--- src/rtl/inst_mem_sync_pkg.sv ---
// Shared definitions for the instruction memory: FSM state encoding and
// default word width, address width, fill word and halt opcode.
package inst_mem_pkg;

  typedef enum logic [1:0] {
    IDLE = 2'd0,
    LOAD = 2'd1,
    RUN  = 2'd2
  } state_e;

  localparam int         DEF_DATA_W  = 8;
  localparam int         DEF_ADDR_W  = 8;
  localparam logic [7:0] DEF_FILL    = 8'hFF;
  localparam logic [7:0] DEF_HALT_OP = 8'b10001000;

  // Storage index width; a single-word array still needs one address bit.
  function automatic int mem_aw(input int depth);
    return (depth > 1) ? $clog2(depth) : 1;
  endfunction

endpackage

--- src/rtl/inst_mem_sync_if.sv ---
// Load and fetch bus of the instruction memory. The master side is the
// program loader / core, the slave side is inst_mem_sync.
interface inst_mem_sync_if
  import inst_mem_pkg::*;
#(
  parameter int DATA_W = DEF_DATA_W,
  parameter int ADDR_W = DEF_ADDR_W
);

  logic              load_start_i;
  logic              load_valid_i;
  logic              load_last_i;
  logic [DATA_W-1:0] load_data_i;
  logic              load_ready_o;

  logic              fetch_req_i;
  logic [ADDR_W-1:0] address_i;
  logic              fetch_ready_o;
  logic [DATA_W-1:0] data_o;
  logic              data_valid_o;
  logic              oor_o;
  logic              halt_o;
  logic [ADDR_W:0]   count_o;

  modport master (
    output load_start_i, load_valid_i, load_last_i, load_data_i,
    output fetch_req_i, address_i,
    input  load_ready_o, fetch_ready_o, data_o, data_valid_o,
    input  oor_o, halt_o, count_o
  );

  modport slave (
    input  load_start_i, load_valid_i, load_last_i, load_data_i,
    input  fetch_req_i, address_i,
    output load_ready_o, fetch_ready_o, data_o, data_valid_o,
    output oor_o, halt_o, count_o
  );

endinterface

--- src/rtl/inst_mem_sync_array.sv ---
// Word storage: synchronous write, synchronous read with a read enable so
// the output register holds its value between fetches. Contents never reset.
module inst_mem_array #(
  parameter int DATA_W = 8,
  parameter int DEPTH  = 256,
  parameter int MEM_AW = 8
) (
  input  logic              clk_i,
  input  logic              we,
  input  logic [MEM_AW-1:0] waddr,
  input  logic [DATA_W-1:0] wdata,
  input  logic              re,
  input  logic [MEM_AW-1:0] raddr,
  output logic [DATA_W-1:0] rdata
);

  logic [DATA_W-1:0] mem [DEPTH];
  logic [DATA_W-1:0] rdata_reg;

  always_ff @(posedge clk_i) begin
    if (we) begin
      mem[waddr] <= wdata;
    end
    if (re) begin
      rdata_reg <= mem[raddr];
    end
  end

  assign rdata = rdata_reg;

endmodule

--- src/rtl/inst_mem_sync.sv ---
// Loadable instruction memory: streams a program in during LOAD, then serves
// single-cycle-latency fetches with out-of-range and sticky halt detection.
module inst_mem_sync
  import inst_mem_pkg::*;
#(
  parameter int               DATA_W  = DEF_DATA_W,
  parameter int               ADDR_W  = DEF_ADDR_W,
  parameter int               DEPTH   = 256,
  parameter logic [DATA_W-1:0] FILL    = DATA_W'(DEF_FILL),
  parameter logic [DATA_W-1:0] HALT_OP = DATA_W'(DEF_HALT_OP)
) (
  input  logic          clk_i,
  input  logic          rst_ni,
  inst_mem_sync_if.slave bus
);

  localparam int              MEM_AW   = mem_aw(DEPTH);
  localparam logic [ADDR_W:0] LAST_PTR = (ADDR_W + 1)'(DEPTH - 1);

  localparam logic [1:0] S_IDLE = IDLE;
  localparam logic [1:0] S_LOAD = LOAD;
  localparam logic [1:0] S_RUN  = RUN;

  logic [1:0]        state_reg;
  logic [1:0]        state_next;
  logic [ADDR_W:0]   wptr_reg;
  logic [ADDR_W:0]   count_reg;
  logic              valid_reg;
  logic              oor_reg;
  logic              fill_sel_reg;
  logic              halt_reg;

  logic              in_load;
  logic              fetch_acc;
  logic              start_acc;
  logic              load_acc;
  logic              load_done;
  logic              fetch_oor;
  logic              halt_now;
  logic [DATA_W-1:0] ram_q;
  logic [DATA_W-1:0] data_out;

  assign in_load   = (state_reg == S_LOAD);
  assign fetch_acc = bus.fetch_req_i & ~in_load;
  assign start_acc = bus.load_start_i & ~in_load;
  assign load_acc  = in_load & bus.load_valid_i;
  assign load_done = load_acc & (bus.load_last_i | (wptr_reg == LAST_PTR));

  // Nothing is valid before the first load; otherwise count alone decides.
  assign fetch_oor = (state_reg == S_IDLE) | ({1'b0, bus.address_i} >= count_reg);

  always_comb begin
    state_next = state_reg;
    case (state_reg)
      S_IDLE, S_RUN: begin
        if (bus.load_start_i) begin
          state_next = S_LOAD;
        end
      end
      S_LOAD: begin
        if (load_done) begin
          state_next = S_RUN;
        end
      end
      default: state_next = S_IDLE;
    endcase
  end

  always_ff @(posedge clk_i or negedge rst_ni) begin
    if (!rst_ni) begin
      state_reg    <= S_IDLE;
      wptr_reg     <= '0;
      count_reg    <= '0;
      valid_reg    <= 1'b0;
      oor_reg      <= 1'b0;
      fill_sel_reg <= 1'b1;
      halt_reg     <= 1'b0;
    end else begin
      state_reg <= state_next;
      valid_reg <= fetch_acc;
      if (fetch_acc) begin
        oor_reg      <= fetch_oor;
        fill_sel_reg <= fetch_oor;
      end
      if (start_acc) begin
        wptr_reg  <= '0;
        count_reg <= '0;
      end else if (load_acc) begin
        wptr_reg  <= wptr_reg + 1'b1;
        count_reg <= count_reg + 1'b1;
      end
      if (start_acc) begin
        halt_reg <= 1'b0;
      end else if (halt_now) begin
        halt_reg <= 1'b1;
      end
    end
  end

  inst_mem_array #(
    .DATA_W (DATA_W),
    .DEPTH  (DEPTH),
    .MEM_AW (MEM_AW)
  ) u_array (
    .clk_i (clk_i),
    .we    (load_acc),
    .waddr (wptr_reg[MEM_AW-1:0]),
    .wdata (bus.load_data_i),
    .re    (fetch_acc),
    .raddr (bus.address_i[MEM_AW-1:0]),
    .rdata (ram_q)
  );

  // The read register already holds the word, so the response is a mux, not
  // another pipeline stage; halt is visible in the same cycle as the word.
  assign data_out = fill_sel_reg ? FILL : ram_q;
  assign halt_now = valid_reg & (data_out == HALT_OP);

  assign bus.data_o        = data_out;
  assign bus.data_valid_o  = valid_reg;
  assign bus.oor_o         = oor_reg;
  assign bus.halt_o        = halt_reg | halt_now;
  assign bus.count_o       = count_reg;
  assign bus.load_ready_o  = in_load;
  assign bus.fetch_ready_o = ~in_load;

endmodule

--- src/flat_wrapper.sv ---
// flat-port wrapper written by rule: the top's interface ports become plain ports
module inst_mem_sync_flat import inst_mem_pkg::*;
#(
  parameter int               DATA_W  = DEF_DATA_W,
  parameter int               ADDR_W  = DEF_ADDR_W,
  parameter int               DEPTH   = 256,
  parameter logic [DATA_W-1:0] FILL    = DATA_W'(DEF_FILL),
  parameter logic [DATA_W-1:0] HALT_OP = DATA_W'(DEF_HALT_OP)
)
  (clk_i, rst_ni, bus_load_start_i, bus_load_valid_i, bus_load_last_i, bus_load_data_i, bus_fetch_req_i, bus_address_i, bus_load_ready_o, bus_fetch_ready_o, bus_data_o, bus_data_valid_o, bus_oor_o, bus_halt_o, bus_count_o);
  inst_mem_sync_if #(.DATA_W(DATA_W), .ADDR_W(ADDR_W)) bus_i ();
  input  logic clk_i;
  input  logic rst_ni;
  input wire logic [$bits(bus_i.load_start_i)-1:0] bus_load_start_i;
  input wire logic [$bits(bus_i.load_valid_i)-1:0] bus_load_valid_i;
  input wire logic [$bits(bus_i.load_last_i)-1:0] bus_load_last_i;
  input wire logic [$bits(bus_i.load_data_i)-1:0] bus_load_data_i;
  input wire logic [$bits(bus_i.fetch_req_i)-1:0] bus_fetch_req_i;
  input wire logic [$bits(bus_i.address_i)-1:0] bus_address_i;
  output wire logic [$bits(bus_i.load_ready_o)-1:0] bus_load_ready_o;
  output wire logic [$bits(bus_i.fetch_ready_o)-1:0] bus_fetch_ready_o;
  output wire logic [$bits(bus_i.data_o)-1:0] bus_data_o;
  output wire logic [$bits(bus_i.data_valid_o)-1:0] bus_data_valid_o;
  output wire logic [$bits(bus_i.oor_o)-1:0] bus_oor_o;
  output wire logic [$bits(bus_i.halt_o)-1:0] bus_halt_o;
  output wire logic [$bits(bus_i.count_o)-1:0] bus_count_o;
  assign bus_i.load_start_i = bus_load_start_i;
  assign bus_i.load_valid_i = bus_load_valid_i;
  assign bus_i.load_last_i = bus_load_last_i;
  assign bus_i.load_data_i = bus_load_data_i;
  assign bus_i.fetch_req_i = bus_fetch_req_i;
  assign bus_i.address_i = bus_address_i;
  assign bus_load_ready_o = bus_i.load_ready_o;
  assign bus_fetch_ready_o = bus_i.fetch_ready_o;
  assign bus_data_o = bus_i.data_o;
  assign bus_data_valid_o = bus_i.data_valid_o;
  assign bus_oor_o = bus_i.oor_o;
  assign bus_halt_o = bus_i.halt_o;
  assign bus_count_o = bus_i.count_o;
  inst_mem_sync #(.DATA_W(DATA_W), .ADDR_W(ADDR_W), .DEPTH(DEPTH), .FILL(FILL), .HALT_OP(HALT_OP)) u_core (.clk_i(clk_i), .rst_ni(rst_ni), .bus(bus_i));
endmodule
--- config.mk ---
export PLATFORM = sky130hd
export DESIGN_NAME = inst_mem_sync_flat
export DESIGN_NICKNAME = d
export VERILOG_FILES = /design/src/rtl/inst_mem_sync_pkg.sv /design/src/rtl/inst_mem_sync_if.sv /design/src/rtl/inst_mem_sync_array.sv /design/src/rtl/inst_mem_sync.sv /design/src/flat_wrapper.sv
export SDC_FILE = /design/constraint.sdc
export NUM_CORES = 2
export LEC_CHECK = 0
export BUFFER_PORTS_ARGS = -buffer_cell sky130_fd_sc_hd__buf_2
export CAP_MARGIN = 40
export CORE_UTILIZATION = 40
export CTS_CLUSTER_SIZE = 12
export DETAILED_ROUTE_END_ITERATION = 16
export GPL_ROUTABILITY_DRIVEN = 0
export PLACE_DENSITY = 0.58
export SLEW_MARGIN = 20
export SYNTH_ARGS = -nofsm -noshare
export SYNTH_HDL_FRONTEND = slang
export SYNTH_HIERARCHICAL = 1
export SYNTH_SLANG_ARGS = --single-unit
--- constraint.sdc ---
create_clock -name clk_i -period 2.4 [get_ports clk_i]
set_clock_uncertainty 0.05 [all_clocks]
set_input_delay 0.6 -clock clk_i [delete_from_list [all_inputs] [get_ports clk_i]]
set_output_delay 0.6 -clock clk_i [all_outputs]
set_load 0.03 [all_outputs]
==> out/metrics.yaml <==
setup_path:
  path_class: "reg2out"
  start_kind: "flip-flop"
  worst_ep_arrival_time_ps: 2040
  end_kind: "primary output"
  crit_required_ps: 1750
  cp_max_fo: 2
clocking:
  clk_latency_ps: 880
  cts.sink_count: 2080
  numCtsBuffers: 213
  cts_tree: "yes"
  cts_max_level: 4
  cts_root_buf: "clkbuf_16"
  path_clk_slew_ps: 60
  clockBufferDepth: 3
synthesis:
  syn_area_um2: 81000
  dominantRegCellSynth: "edfxtp_1"
  yosysWarnings: 6
  yosys_register_bits: 2080
  avgSynthCellArea_um2: 20.9
  ys_types: 74
  synthesis.instances: 3876
  syn-num-nets: 3909
  synth-edff-count: 2056
  yosysSeqAreaShare: 0.769
  synthArstFlopShare: 0.0115
grt:
  antenna_found_initial: 6
  grt_max_degree: 110
  grt_overflow: 0
  grt_pass1_vias: 42700
  grt_pass1_wl_um: 311000
  gr-usage-all-layers: 0.213
placement:
  placed_area_um2: 90700
  io_buffers: 43
  place_hpwl_um: 146000
die:
  rows: 164
  initial_core_util: 0.404
  die_area_um2: 204000
  die_height_um: 452
  core_um2: 200000
  io_pins: 44
  die_w_um: 452
pwr:
  vdd_ir_drop_max_mv: 0.819
  power_density_nw_per_um2: 782
  p_leak_nw: 32.2
  total_power_mw: 76.8
cells_and_area:
  fin_area_um2: 98300
  largest_reg_flops: 2048
  syn2layout_area_growth_pct: 21.3
  drive_gt1_frac: 0.351
  final_nets: 4785
hold_path:
  hold_class: "in2reg"
routing:
  first_iter_violations: 4632
  ant_nets: 0
  drt_first_pass_iters: 5
  via_per_inst: 5.63
  drc: 0
  routed_wl_um: 218000
  num_vias: 42600
  wl_per_cell_um: 28.8
timing:
  final-hold-violation-count: 0
  fin_tns_setup_ps: -944
  hold_slack_ps: 124
  period_needed_ps: 2690
  postLayoutSetupSlackWorst_ps: -289
  setup_viol: 14
  tightest_slew_ps: 806
  slew_violations: 0
  clock.fmax_mhz: 372
  relSlewSlack: 0.459
  rsz0062_at_grt: "yes"
  final_min_period_over_clock_period: 1.12
status:
  status: "complete, but fails checks"
  violations: "setup timing"
flow_run:
  drv_cap: 0
-- layout by cell type (no fill, tap or decap), types with 21 or more instances in the layout --
master     instances
buf_2             22
nand3_1           39
nor2_1           287
clkinv_1          46
clkbuf_1          69
buf_6             34
buf_12            94
clkinv_2          21
a22oi_1          129
buf_4            720
a21oi_1           91
nor2b_1           27
edfxtp_1        2056
dfrtp_1           22
mux2i_1          131
mux4_2           455
o221ai_1          42
clkbuf_16        216
o22ai_1           27
nand2_1           40
-- cells in the mapped netlist, types with 24 or more instances --
| library cell | count | area, um^2 |
|---|---|---|
| nand3_1 | 41 | 205 |
| o22ai_1 | 29 | 181 |
| o221ai_1 | 46 | 403 |
| nor3_1 | 24 | 120 |
| clkbuf_1 | 111 | 417 |
| nor2b_1 | 32 | 200 |
| a21oi_1 | 102 | 510 |
| buf_2 | 32 | 160 |
| edfxtp_1 | 2056 | 61700 |
| nor4_1 | 26 | 163 |
| nand2_1 | 40 | 150 |
| a22oi_1 | 133 | 998 |
| mux2i_1 | 134 | 1340 |
| buf_4 | 27 | 203 |
| nor2_1 | 296 | 1110 |
| mux4_2 | 454 | 10200 |
-- critical path, cell delays in order (launching register included) --
cell and delay [ps]:
edfxtp_1 370, buf_6 150, nor4_4 290, a31o_2 220, buf_6 130
-- final timing paths --
check	startpoint	endpoint	slack [ps]	depth (start not counted)
hold / removal	bus_load_data_i[2]	u_core/u_array/mem[172][2]	120	1
hold reg to reg	u_core/wptr_reg[8]	u_core/wptr_reg[8]	450	2
setup reg to reg	u_core/u_array/mem[139][7]	u_core/u_array/rdata[7]	-110	8
setup / recovery	u_core/u_array/rdata[5]	bus_halt_o	-290	4
min in group asynchronous	rst_ni	u_core/bus.count_o[8]	230	2
max in group asynchronous	rst_ni	u_core/wptr_reg[6]	1620	2
-- cell type report --
type	count	area (um^2)
Antenna cell	1	2.50
Clock buffer	284	5630
Clock inverter	91	813
Fill cell	16300	102000
Inverter	16	65.1
Multi-Input combinational cell	1546	17900
Sequential cell	2080	62300
Tap cell	2656	3320
Timing Repair Buffer	895	8250
-- stage by stage --
stage	worst slack, ps	instances	util
finish	-289	7569	0.490
global route	-366	7569	0.490
CTS	-343	7543	0.487
detailed placement	-1470	7152	0.452
global placement	-1450	7151	0.452
floorplan	-207	3876	-
-- power by group --
group	total (mW)	internal (mW)	switching [mW]
clock	30.9	17.1	13.8
sequential	40.2	40.1	0.127
combinational	5.74	2.31	3.43
total	76.8	59.5	17.3
-- cells by family (layout without fill, tap and decap cells) --
family                   Yosys count  after routing  synth area share
AO/OA/AOI/OAI                    412            412            0.0358
XOR/XNOR                           9              9          0.000973
adder cells (fa/ha/maj)           11             11           0.00170
buffers and inverters            250           1286            0.0187
flip-flops                      2080           2080             0.769
multiplexers                     591            591             0.144
other                              0              1                 0
AND/OR/NAND/NOR                  523            523            0.0299
-- layer usage --
layer  part of all wire  track usage  vias up  routed length [um]
met3              0.072       0.0327      295               15800
met5                  0            0        -                   0
li1                   -            -    18000                   -
met1               0.42        0.306    22700               92300
met2               0.48        0.337     1661              105000
met4              0.023       0.0579        0                5000
-- timing repair --
item / CTS / global route
endpoints found under the hold margin: 27 / 0
pin swaps: 22 / 32
endpoints found under the setup margin: 19 / 18
hold buffers: 5 / 0
resized for setup: 93 / 76
cloned: 0 / 2
setup buffers: 12 / 24
Power figures use the tool's default switching activity.
